`src/rtl/peripheral_pkg.sv`:
```
// Shared definitions for the Clause 22 MDIO management-frame slave.
package peripheral_pkg;

  localparam int unsigned PHYAD_W = 5;
  localparam int unsigned REGAD_W = 5;
  localparam int unsigned DATA_W  = 16;

  localparam logic [1:0] OP_WRITE = 2'b01;
  localparam logic [1:0] OP_READ  = 2'b10;

  typedef enum logic [3:0] {
    StIdle,
    StSt1,
    StOp,
    StHdr,
    StWrTa,
    StWrData,
    StRdTa,
    StRdData,
    StDone
  } state_e;

endpackage

```
`src/rtl/peripheral.sv`:
```
// MDIO (IEEE 802.3 Clause 22) slave: decodes serial frames into register-file
// write strobes and serialises register reads back onto MDIO_IN.
module peripheral
  import peripheral_pkg::*;
(
  input  logic                MDC,
  input  logic                RESET,
  input  logic                MDIO_OUT,
  input  logic                MDIO_OE,
  input  logic [DATA_W-1:0]   RD_DATA,
  output logic                MDIO_DONE,
  output logic                MDIO_IN,
  output logic [REGAD_W-1:0]  ADDR,
  output logic [DATA_W-1:0]   WR_DATA,
  output logic                WR_STB
);

  state_e              state_q, state_d;
  logic [4:0]          cnt_q, cnt_d;
  logic [DATA_W-1:0]   sh_q, sh_d;
  logic                is_rd_q, is_rd_d;
  logic [REGAD_W-1:0]  addr_q, addr_d;
  logic [DATA_W-1:0]   wr_data_q, wr_data_d;
  logic                mdio_in_q, mdio_in_d;
  logic [1:0]          op;

  always_ff @(posedge MDC) begin
    if (RESET) begin
      state_q   <= StIdle;
      cnt_q     <= '0;
      sh_q      <= '0;
      is_rd_q   <= 1'b0;
      addr_q    <= '0;
      wr_data_q <= '0;
      mdio_in_q <= 1'b0;
    end else begin
      state_q   <= state_d;
      cnt_q     <= cnt_d;
      sh_q      <= sh_d;
      is_rd_q   <= is_rd_d;
      addr_q    <= addr_d;
      wr_data_q <= wr_data_d;
      mdio_in_q <= mdio_in_d;
    end
  end

  always_comb begin
    state_d   = state_q;
    cnt_d     = cnt_q;
    sh_d      = sh_q;
    is_rd_d   = is_rd_q;
    addr_d    = addr_q;
    wr_data_d = wr_data_q;
    mdio_in_d = 1'b0;
    op        = {sh_q[0], MDIO_OUT};

    unique case (state_q)
      // DONE also looks for a start bit so frames can follow with no idle gap.
      StIdle, StDone: begin
        cnt_d   = '0;
        state_d = (MDIO_OE && (MDIO_OUT == 1'b0)) ? StSt1 : StIdle;
      end
      StSt1: begin
        cnt_d   = '0;
        state_d = (MDIO_OE && (MDIO_OUT == 1'b1)) ? StOp : StIdle;
      end
      StOp: begin
        if (!MDIO_OE) begin
          state_d = StIdle;
        end else if (cnt_q == 5'd0) begin
          sh_d[0] = MDIO_OUT;
          cnt_d   = 5'd1;
        end else begin
          cnt_d = '0;
          // Unknown opcode bits fail both compares and drop the frame.
          if (op == OP_WRITE) begin
            is_rd_d = 1'b0;
            state_d = StHdr;
          end else if (op == OP_READ) begin
            is_rd_d = 1'b1;
            state_d = StHdr;
          end else begin
            state_d = StIdle;
          end
        end
      end
      StHdr: begin
        if (!MDIO_OE) begin
          state_d = StIdle;
        end else begin
          if (cnt_q >= 5'(PHYAD_W)) addr_d = {addr_q[REGAD_W-2:0], MDIO_OUT};
          if (cnt_q == 5'(PHYAD_W + REGAD_W - 1)) begin
            cnt_d   = '0;
            state_d = is_rd_q ? StRdTa : StWrTa;
          end else begin
            cnt_d = cnt_q + 5'd1;
          end
        end
      end
      StWrTa: begin
        if (!MDIO_OE) begin
          state_d = StIdle;
        end else if (cnt_q == 5'd1) begin
          cnt_d   = '0;
          state_d = StWrData;
        end else begin
          cnt_d = 5'd1;
        end
      end
      StWrData: begin
        if (!MDIO_OE) begin
          state_d = StIdle;
        end else begin
          sh_d = {sh_q[DATA_W-2:0], MDIO_OUT};
          if (cnt_q == 5'(DATA_W - 1)) begin
            wr_data_d = {sh_q[DATA_W-2:0], MDIO_OUT};
            cnt_d     = '0;
            state_d   = StDone;
          end else begin
            cnt_d = cnt_q + 5'd1;
          end
        end
      end
      StRdTa: begin
        if (cnt_q == 5'd0) begin
          cnt_d = 5'd1;
        end else begin
          sh_d      = {RD_DATA[DATA_W-2:0], 1'b0};
          mdio_in_d = RD_DATA[DATA_W-1];
          cnt_d     = '0;
          state_d   = StRdData;
        end
      end
      StRdData: begin
        // Bit 15 went out on entry; 15 shifts follow, then one cycle to finish.
        if (cnt_q == 5'(DATA_W - 1)) begin
          cnt_d   = '0;
          state_d = StDone;
        end else begin
          mdio_in_d = sh_q[DATA_W-1];
          sh_d      = {sh_q[DATA_W-2:0], 1'b0};
          cnt_d     = cnt_q + 5'd1;
        end
      end
      default: state_d = StIdle;
    endcase
  end

  assign MDIO_DONE = (state_q == StDone);
  assign WR_STB    = (state_q == StDone) && !is_rd_q;
  assign MDIO_IN   = mdio_in_q;
  assign ADDR      = addr_q;
  assign WR_DATA   = wr_data_q;

endmodule

```
`config.mk`:
```
export PLATFORM = sky130hd
export DESIGN_NAME = peripheral
export DESIGN_NICKNAME = d
export VERILOG_FILES = /design/src/rtl/peripheral_pkg.sv /design/src/rtl/peripheral.sv
export SDC_FILE = /design/constraint.sdc
export NUM_CORES = 1
export LEC_CHECK = 0
export CAP_MARGIN = 20
export CORE_MARGIN = 4
export CORE_UTILIZATION = 47
export DETAILED_ROUTE_END_ITERATION = 16
export PLACE_DENSITY_LB_ADDON = 0.25
export SYNTH_ARGS = -nofsm -noshare
export SYNTH_HDL_FRONTEND = slang
export SYNTH_SLANG_ARGS = --single-unit
export TNS_END_PERCENT = 5
```
`constraint.sdc`:
```
create_clock -name MDC -period 1.8 [get_ports MDC]
set_input_delay 0.27 -clock MDC [delete_from_list [all_inputs] [get_ports MDC]]
set_output_delay 0.27 -clock MDC [all_outputs]
set_load 0.02 [all_outputs]
```
# Word level (Yosys, flattened, before mapping)
# Cells that the tools add are included.
[classes] add_sub_neg=1 n_lt_le_gt_ge=1 n_eq_ne=23 mux=36 bitwise_logic=2 n_reduce_logical=19
[op_table] cell="16-bit 2-to-1 mux" n=3
[op_table] cell="15-bit case mux with 3 select lines" n=1
[op_table] cell="4-bit 2-to-1 mux" n=10
[op_table] cell="5-bit case mux with 7 select lines" n=1
[op_table] cell="4-bit case mux with 8 select lines" n=1
[op_table] cell="5-bit 2-to-1 mux" n=6
[op_table] cell="4-bit by 3-bit == test with 1-bit output, second input constant" n=4
[op_table] cell="2-bit inequality test, second input constant" n=7
[op_table] cell="4-bit AND reduction" n=3
[op_table] cell="5-bit by 4-bit == test with 1-bit output, second input constant" n=2
[op_table] cell="1-bit 2-to-1 mux" n=9
[op_table] cell="3-bit inequality test, second input constant" n=3
[op_table] cell="4-bit by 2-bit == test with 1-bit output, second input constant" n=2
[op_table] cell="7-bit nonzero test" n=1
[op_table] cell="2-bit 2-to-1 mux" n=3
[op_table] cell="3-bit AND reduction" n=2
[op_table] cell="6-bit AND reduction" n=1
[op_table] cell="5-bit by 1-bit adder with 5-bit output, second input constant" n=1
[op_table] cell="5-bit by 1-bit == test with 1-bit output, second input constant" n=1
[op_table] cell="5-bit by 3-bit greater-or-equal comparator with 1-bit output, second input constant" n=1
[op_table] cell="5-bit zero test" n=1
[op_table] cell="5-bit AND reduction" n=1
[op_table] cell="4-bit by 1-bit == test with 1-bit output, second input constant" n=1
[op_table] cell="4-bit == test, second input constant" n=1
[op_table] cell="other kinds (13)" n=16
[word_totals] ff_bits=48 inputBits=20 out_inout_bits=24 elab_cells=90

# Longest topological paths before layout
# Gate-level depths: netlist of the first run.
[logic_depth] depth_word=6 ltp_mapped=9 mapped_depth_nobuf=8

# Worst setup path before layout of the first run
# OpenSTA, ideal clock, no wires.
[synth_path] kind="register -> register" startpoint="reg cnt_q[0]" endpoint="reg sh_q[14]" setup_time_ns=0.086 t_arrival_ns=1.907 required_ns=1.714 path_slack_ns=-0.192 stages_incl_launch_ff=10 n_path_buf=1 period_less_slack_ns=1.992 cell_sequence="dfxtp_1 ha_1 and3_1 ha_1 nor2b_1 o21ai_1 a21oi_1 clkbuf_1 nor2_1 a211oi_1"
[synth_between] elab_chain_cells=3 word_cells_on_any_way=5 cone_classes="eq/ne (3); reduce/logical (2)"
[synth_lines] item="start: declaration" line_no="peripheral.sv:19" text="logic [4:0] cnt_q, cnt_d;"
[synth_lines] item="start signal: assignment" line_no="peripheral.sv:38" text="cnt_q <= cnt_d;"
[synth_lines] item="5-bit by 4-bit == test with 1-bit output or 5-bit zero test (tied branches)" line_no="peripheral.sv:136, peripheral.sv:125"
[synth_lines] item="2-bit inequality test (no line)"
[synth_lines] item="4-bit AND reduction (no line) *"
[synth_lines] item="end signal: assignment" line_no="peripheral.sv:31" text="sh_q <= '0;"
[synth_lines] item="end signal: assignment" line_no="peripheral.sv:39" text="sh_q <= sh_d;"
[synth_lines] item="end: declaration" line_no="peripheral.sv:20" text="logic [DATA_W-1:0] sh_q, sh_d;"
# Every way passes the cells marked *; elsewhere a longest branch is shown, timed or not.
# A chain may end at the register's enable or synchronous reset.

# Worst setup path in the final report of the first run
[layout_path] startpoint="reg cnt_q[0]" endpoint="reg state_q[2]"
[layout_between] elab_chain_cells=4 word_cells_on_any_way=12 cone_classes="eq/ne (7); mux (3); reduce/logical (2)"
[layout_lines] item="5-bit by 4-bit == test with 1-bit output" line_no="peripheral.sv:115, peripheral.sv:136"
[layout_lines] item="4-bit 2-to-1 mux (2 in a row)"
[layout_lines] item="4-bit case mux with 8 select lines"
[layout_lines] item="end signal: assignment" line_no="peripheral.sv:29" text="state_q <= StIdle;"
[layout_lines] item="end signal: assignment" line_no="peripheral.sv:37" text="state_q <= state_d;"
[layout_lines] item="end: declaration" line_no="peripheral.sv:18" text="state_e state_q, state_d;"
# Parallel ways exist; a longest one is shown, timed or not.

==> flow_summary.toml, run 1 <==
[layout]
drive_gt1_share_pct = 23.12
nNetsFinal = 358
finalInstanceArea_sq_mm = 0.003410
area_delta_synth_final_pct = 45.64
fin_util_pct = 71.24
instances_no_fill = 400
num_antenna_cells = 0

[yosys]
syn_inst = 262
syn_area_sq_mm = 0.002341
synth.top_cell.area_share_pct = 41.05
synth_edf_count = 0
ys_top_cells_by_count = "50 x nor2_1, 48 x dfxtp_1, 37 x mux2i_1"
synth.ff_latch_count = 48
synth_area_leaders = "dfxtp_1 41%, mux2i_1 16%, nor2_1 8.0%, a211oi_1 5.5%, ha_1 3.2%"
synth_area_per_cell_sq_um = 8.935
synth_most_common_cell = "nor2_1"
ys_async_sr_fraction_pct = 0
synth_flop_cell = "dfxtp_1"
synth_top_cell_by_area = "dfxtp_1"
yosysSeqAreaShare_pct = 41.05
ys_warn_count = 0
syn_nets = 288
ys_types = 46

[global_routing]
antenna_found_initial = 0
grt.overflow.total = 0
grt_use_total_pct = 18.55
grt_pass1_vias = 1993
grt_max_degree = 37
grt_pass1_wl_um = 9266

[timing]
max_slew.worst_pin.slew_ns = 0.3592
slew_headroom_pct = 75.44
rsz0062_at_grt = "yes"
worst_slack_ns = -0.07760
setup_tns_ns = -0.6494
post-route-period-util_pct = 104.3
drv_slew = 0
fin_worst_skew_ns = 0.01078
hold_violations = 0
setup_viol = 18
holdWs_ns = 0.5005
min_period_ns = 1.878
timing.fmax_mhz = 532.6

[place]
hpwlAfterDp_um = 3857
dp.cells = 384
gp_congestion = 0.8972
dpl_cell_area_sq_mm = 0.003063
io_buffer_count = 43

[setup_path]
crit_path_start_kind = "flop"
rr_worst_depth = 8
crit_path_top_delay_cell = "or4b_4"
slowest_delay_ns = 0.52
path_cells = "inv_1 -> ha_1 -> or4b_4 -> buf_12 -> nor4_4 -> inv_2 -> and2_4 -> a32o_1"
cp_max_fo = 5
cp.required_ns = 2.01
r2r_start = "cnt_q[0]$_SDFFE_PP0P_"
worstSetupEndpointType = "flop"
critical_path_arrival_ns = 2.08
crit_type = "flop to flop"
reg2reg_to = "state_q[2]$_SDFFE_PP0P_"
reg2reg_slack_ns = -0.08

[route]
final_antenna_net_count = 0
wirelength_um = 6105
drt_first_pass_iters = 4
drcViolationCount = 0
post_drt_wl_per_cell_um = 15.26
num_vias = 2159
drt_iter0_markers = 160
via_per_inst = 5.398

[outcome]
status = "finished, violations left"
violations = "negative setup slack"

[clock_tree]
clockRootBuffer = "clkbuf_8"
insertion_delay_ns = 0.31
cts.sinks = 48
clockBufferDepth = 2
hold_buffers = 0
clk_pin_slew_ns = 0.10
cts.htree.levels = 2
cts_tree = "done"
cts_made_buffers = 5

[floorplan]
dieArea_sq_mm = 0.006174
die_height_um = 78.58
pin_count = 44
initial_core_util_pct = 48.92
coreArea_sq_mm = 0.004786
num_rows = 25
die_w_um = 78.58

[min_path]
min_path_type = "flop to flop"
holdPathStages = 2
hold_end = "WR_DATA[4]$_SDFFE_PP0P_"
hp-start = "WR_DATA[4]$_SDFFE_PP0P_"

[pwr]
power.density_mw_per_mm2 = 583.1
power_leakage_nw = 1.146
irDropWorstVdd_mv = 0.4661

[run]
cap_violations = 0
==> through the flow <==
step | setup WS [ns] | power (mW)
after floorplan | 0.0009270 | 1.127
after global placement | -0.05742 | 1.197
after detailed placement | -0.08959 | 1.196
after CTS | -0.04173 | 1.991
after global routing | -0.1390 | 2.061
final | -0.07760 | 1.988
==> registers in the layout, summed over array words and instances, names as in the netlist <==
register,flops
WR_DATA,16
state_q,4
MDIO_IN,1
is_rd_q,1
cnt_q,5
ADDR,5
sh_q,16
==> critical path: cells and delay by family (launching register included) <==
kind	cells	cell delay, ns
simple gates	3	0.82
flops	1	0.35
buf+inv	3	0.28
compound gates	1	0.21
fa+ha+maj	1	0.13
==> metal layers <==
metal | vias to the layer above | GRT usage [%] | routed length (um)
li1 | 1077 | - | -
met1 | 998 | 25.80 | 2829
met2 | 75 | 27.93 | 2800
met3 | 9 | 4.587 | 402
met4 | 0 | 6.294 | 73
met5 | - | 0 | 0
==> how the worst max path moves through the flow <==
stage | from | endpoint | slack [ns] | depth (start not counted)
3_3_place_gp | MDIO_OE | state_q[2]$_SDFFE_PP0P_ | -0.06 | 7
3_5_place_dp | cnt_q[0]$_SDFFE_PP0P_ | cnt_q[0]$_SDFFE_PP0P_ | -0.09 | 7
5_1_grt | cnt_q[0]$_SDFFE_PP0P_ | state_q[2]$_SDFFE_PP0P_ | -0.14 | 8
4_1_cts | cnt_q[1]$_SDFFE_PP0P_ | state_q[2]$_SDFFE_PP0P_ | -0.04 | 8
6_report | cnt_q[0]$_SDFFE_PP0P_ | state_q[2]$_SDFFE_PP0P_ | -0.08 | 8
2_1_floorplan | cnt_q[0]$_SDFFE_PP0P_ | WR_DATA[0]$_SDFFE_PP0P_ | 0.0009 | 9
==> cells in the final DEF (no fill, tap or decap), types with 2 or more instances in the layout <==
cell type / n
o21ai_0: 3
a32o_1: 2
nor3_2: 2
nor2b_4: 2
mux2i_1: 37
o21ai_2: 2
a311oi_1: 2
buf_4: 28
inv_1: 10
clkbuf_8: 5
inv_2: 2
nor3_1: 4
nor2_1: 49
buf_12: 5
nand2_1: 9
ha_1: 4
buf_6: 2
a211oi_1: 11
nor2b_1: 4
a21oi_1: 7
a211oi_2: 6
o22ai_1: 2
dfxtp_2: 2
a22oi_1: 3
dfxtp_1: 46
nand2b_1: 3
clkbuf_16: 2
clkdlybuf4s50_1: 41
==> logic make-up after synthesis <==
| group | after synthesis | synth area share (%) |
|---|---|---|
| AND/OR/NAND/NOR | 91 | 19.35 |
| AO/OA/AOI/OAI | 51 | 15.61 |
| adder cells (fa/ha/maj) | 6 | 3.207 |
| flip-flops | 48 | 41.05 |
| multiplexers | 37 | 15.82 |
| buffers and inverters | 29 | 4.971 |
==> where the power goes <==
| part | internal [mW] | switching (mW) |
|---|---|---|
| Combinational | 0.0616 | 0.0539 |
| Clock | 0.419 | 0.391 |
| Sequential | 1.06 | 0.000904 |
| Total | 1.54 | 0.445 |
==> repair_timing <==
| item | CTS | global route |
|---|---|---|
| gates cloned | 0 | 3 |
| gates resized for setup | 8 | 22 |
| setup buffers | 0 | 5 |
| pin swaps | 12 | 3 |
| endpoints found under the setup margin | 39 | 40 |
==> final cells by class <==
cell class / count / area, sq um
well taps: 67 / 83.83
flip-flops and latches: 48 / 963.4
multi-input cells: 185 / 1395
clock buffers: 5 / 68.82
clock inverters: 3 / 46.29
fillers: 356 / 1376
inverters: 12 / 45.04
repair buffers: 80 / 807.0
Note: power is estimated with default switching activity, not from simulation.
==> run 2, diff against run 1 <==
--- a/config.mk
+++ b/config.mk
@@ -6,6 +6,7 @@
 export NUM_CORES = 1
 export LEC_CHECK = 0
 export CAP_MARGIN = 20
+export CORE_ASPECT_RATIO = 0.7
 export CORE_MARGIN = 4
 export CORE_UTILIZATION = 47
 export DETAILED_ROUTE_END_ITERATION = 16
==> run 2 against run 1 <==
  * The run still ends with negative setup slack left
  * Worst hold slack lost 0.018 ns
  * Die area increased by 0.29%
  * Setup slack lost 0.017 ns
  * Critical path type unchanged
  * Critical endpoint is now cnt_q[0]$_SDFFE_PP0P_
  * Largest cell class unchanged
  * Largest power group unchanged
==> flow_summary.toml, run 2 (same netlist as run 1, synthesis figures left out) <==
[setup_path]
critical_path_arrival_ns = 2.13
crit_family = "simple AND/OR/NAND/NOR gates"
rr_worst_depth = 8
r2r_start = "cnt_q[1]$_SDFFE_PP0P_"
reg2reg_to = "cnt_q[0]$_SDFFE_PP0P_"
crit_type = "flop to flop"
cp_max_fo = 4
cp.required_ns = 2.04
crit_path_start_kind = "flop"
path_buf_inv = 2
reg2reg_slack_ns = -0.09
path_cells = "inv_4 -> ha_4 -> or4b_4 -> buf_4 -> o22a_1 -> o32ai_2 -> a22oi_1 -> nor2_1"
worstSetupEndpointType = "flop"
crit_path_top_delay_cell = "or4b_4"
slowest_delay_ns = 0.51

[pwr]
seq_power_share_pct = 58.4
p_sw_share_pct = 23.32
irDropWorstVdd_mv = 0.3755
power.density_mw_per_mm2 = 515.2
p_int_mw = 1.392
clock_power_share_pct = 35.1
power_leakage_nw = 1.211
p_sw_mw = 0.4234
combPwrFrac_pct = 6.5

[place]
hpwlAfterDp_um = 4353
dp.cells = 396
dp_slack_ns = -0.1748
io_buffer_count = 43
gp_congestion = 0.8948

[floorplan]
dieArea_sq_mm = 0.006192
pin_count = 44
initial_core_util_pct = 48.69
num_rows = 21
die_height_um = 67.05
die_w_um = 92.36
coreArea_sq_mm = 0.004808

[route]
num_vias = 2278
post_drt_wl_per_cell_um = 16.43
via_per_inst = 5.543
final_antenna_net_count = 0
drcViolationCount = 0
drt_iter0_markers = 179
wirelength_um = 6753
drt_first_pass_iters = 5

[layout]
drive_gt1_share_pct = 27.78
layout_commonest_cell = "nor2_1"
nNetsFinal = 367
mostFrequentLayoutCells = "46 x nor2_1, 45 x dfxtp_1, 41 x clkdlybuf4s50_1, 37 x mux2i_1, 36 x buf_4"
area_delta_synth_final_pct = 50.56
instances_no_fill = 411
num_antenna_cells = 0

[min_path]
hp-start = "sh_q[0]$_SDFFE_PP0P_"
hold_end = "sh_q[0]$_SDFFE_PP0P_"
min_path_type = "flop to flop"
holdPathStages = 2

[global_routing]
grt_use_total_pct = 20.11
grt.overflow.total = 0
grt_pass1_vias = 2061
grt_pass1_wl_um = 9742
antenna_found_initial = 0
grt_max_degree = 36

[timing]
rsz0062_at_grt = "yes"
timing.fmax_mhz = 527.9
hold_violations = 0
setup_viol = 22
min_period_ns = 1.894
post-route-period-util_pct = 105.2
drv_slew = 0
worst_slack_ns = -0.09432
fin_worst_skew_ns = 0.005800
slew_headroom_pct = 71.65
max_slew.worst_pin.slew_ns = 0.4192

[clock_tree]
insertion_delay_ns = 0.30
clockBufferDepth = 2
cts_tree = "done"
hold_buffers = 0
cts.sinks = 48
cts_made_buffers = 5
cts.htree.levels = 2
clockRootBuffer = "clkbuf_8"
clk_pin_slew_ns = 0.08

[run]
cap_violations = 0

[outcome]
status = "finished, violations left"
violations = "negative setup slack"
run 2: metal layers:
| metal | track usage, % | vias to the layer above | routed length (um) |
|---|---|---|---|
| li1 | - | 1100 | - |
| met1 | 27.45 | 1105 | 3257 |
| met3 | 7.111 | 9 | 425 |
| met5 | 0 | - | 0 |
| met2 | 29.72 | 64 | 2956 |
| met4 | 5.926 | 0 | 114 |
run 2: timing repair:
action,4_1_cts,5_1_grt
gates cloned,0,3
endpoints found under the hold margin,0,0
pin swaps,10,19
endpoints found under the setup margin,37,40
buffers inserted,0,4
resized for setup,8,44
run 2: cell type report:
cell class	instances	area, sq um
Multi-Input combinational cell	185	1463
Fill cell	352	1284
Sequential cell	48	969.7
Timing Repair Buffer	89	868.3
Tap cell	69	86.33
Clock buffer	5	68.82
Inverter	12	50.05
Clock inverter	3	18.77
run 2: power by group through the flow:
stage / clock network (mW) / registers [mW] / logic [mW]
finish: 0.638 / 1.06 / 0.118
global route: 0.684 / 1.06 / 0.126
CTS: 0.643 / 1.06 / 0.110
detailed placement: 0 / 1.09 / 0.109
global placement: 0 / 1.09 / 0.111
floorplan: 0 / 1.09 / 0.0385
run 2: worst max path at each step:
stage / startpoint / end / slack (ns) / depth (start not counted)
2_1_floorplan: cnt_q[0]$_SDFFE_PP0P_ / WR_DATA[0]$_SDFFE_PP0P_ / 0.0009 / 9
3_3_place_gp: cnt_q[0]$_SDFFE_PP0P_ / cnt_q[2]$_SDFFE_PP0P_ / -0.13 / 9
3_5_place_dp: cnt_q[0]$_SDFFE_PP0P_ / cnt_q[2]$_SDFFE_PP0P_ / -0.17 / 9
4_1_cts: cnt_q[0]$_SDFFE_PP0P_ / cnt_q[2]$_SDFFE_PP0P_ / -0.06 / 9
5_1_grt: cnt_q[1]$_SDFFE_PP0P_ / state_q[2]$_SDFFE_PP0P_ / -0.20 / 7
6_report: cnt_q[1]$_SDFFE_PP0P_ / cnt_q[0]$_SDFFE_PP0P_ / -0.09 / 8
run 2: worst register-to-register path: stages, from the launching register on:
cell	delay [ns]
dfxtp_4	0.38
inv_4	0.07
ha_4	0.11
or4b_4	0.51
buf_4	0.17
o22a_1	0.22
o32ai_2	0.20
a22oi_1	0.09
nor2_1	0.09
run 2: metrics by stage:
stage                     setup TNS (ns)  total power [mW]  cell area, sq um  utilization [%]  hold slack [ns]
final                             -1.062             1.816              3525            73.30           0.4829
after global routing              -3.561             1.870              3525            73.30           0.5211
after CTS                        -0.2627             1.816              3243            67.45           0.4908
after detailed placement          -2.283             1.197              3128            65.05           0.4773
after global placement           -0.7060             1.199              3128            65.05           0.4702
after floorplan                        0             1.127              2371                -           0.4172
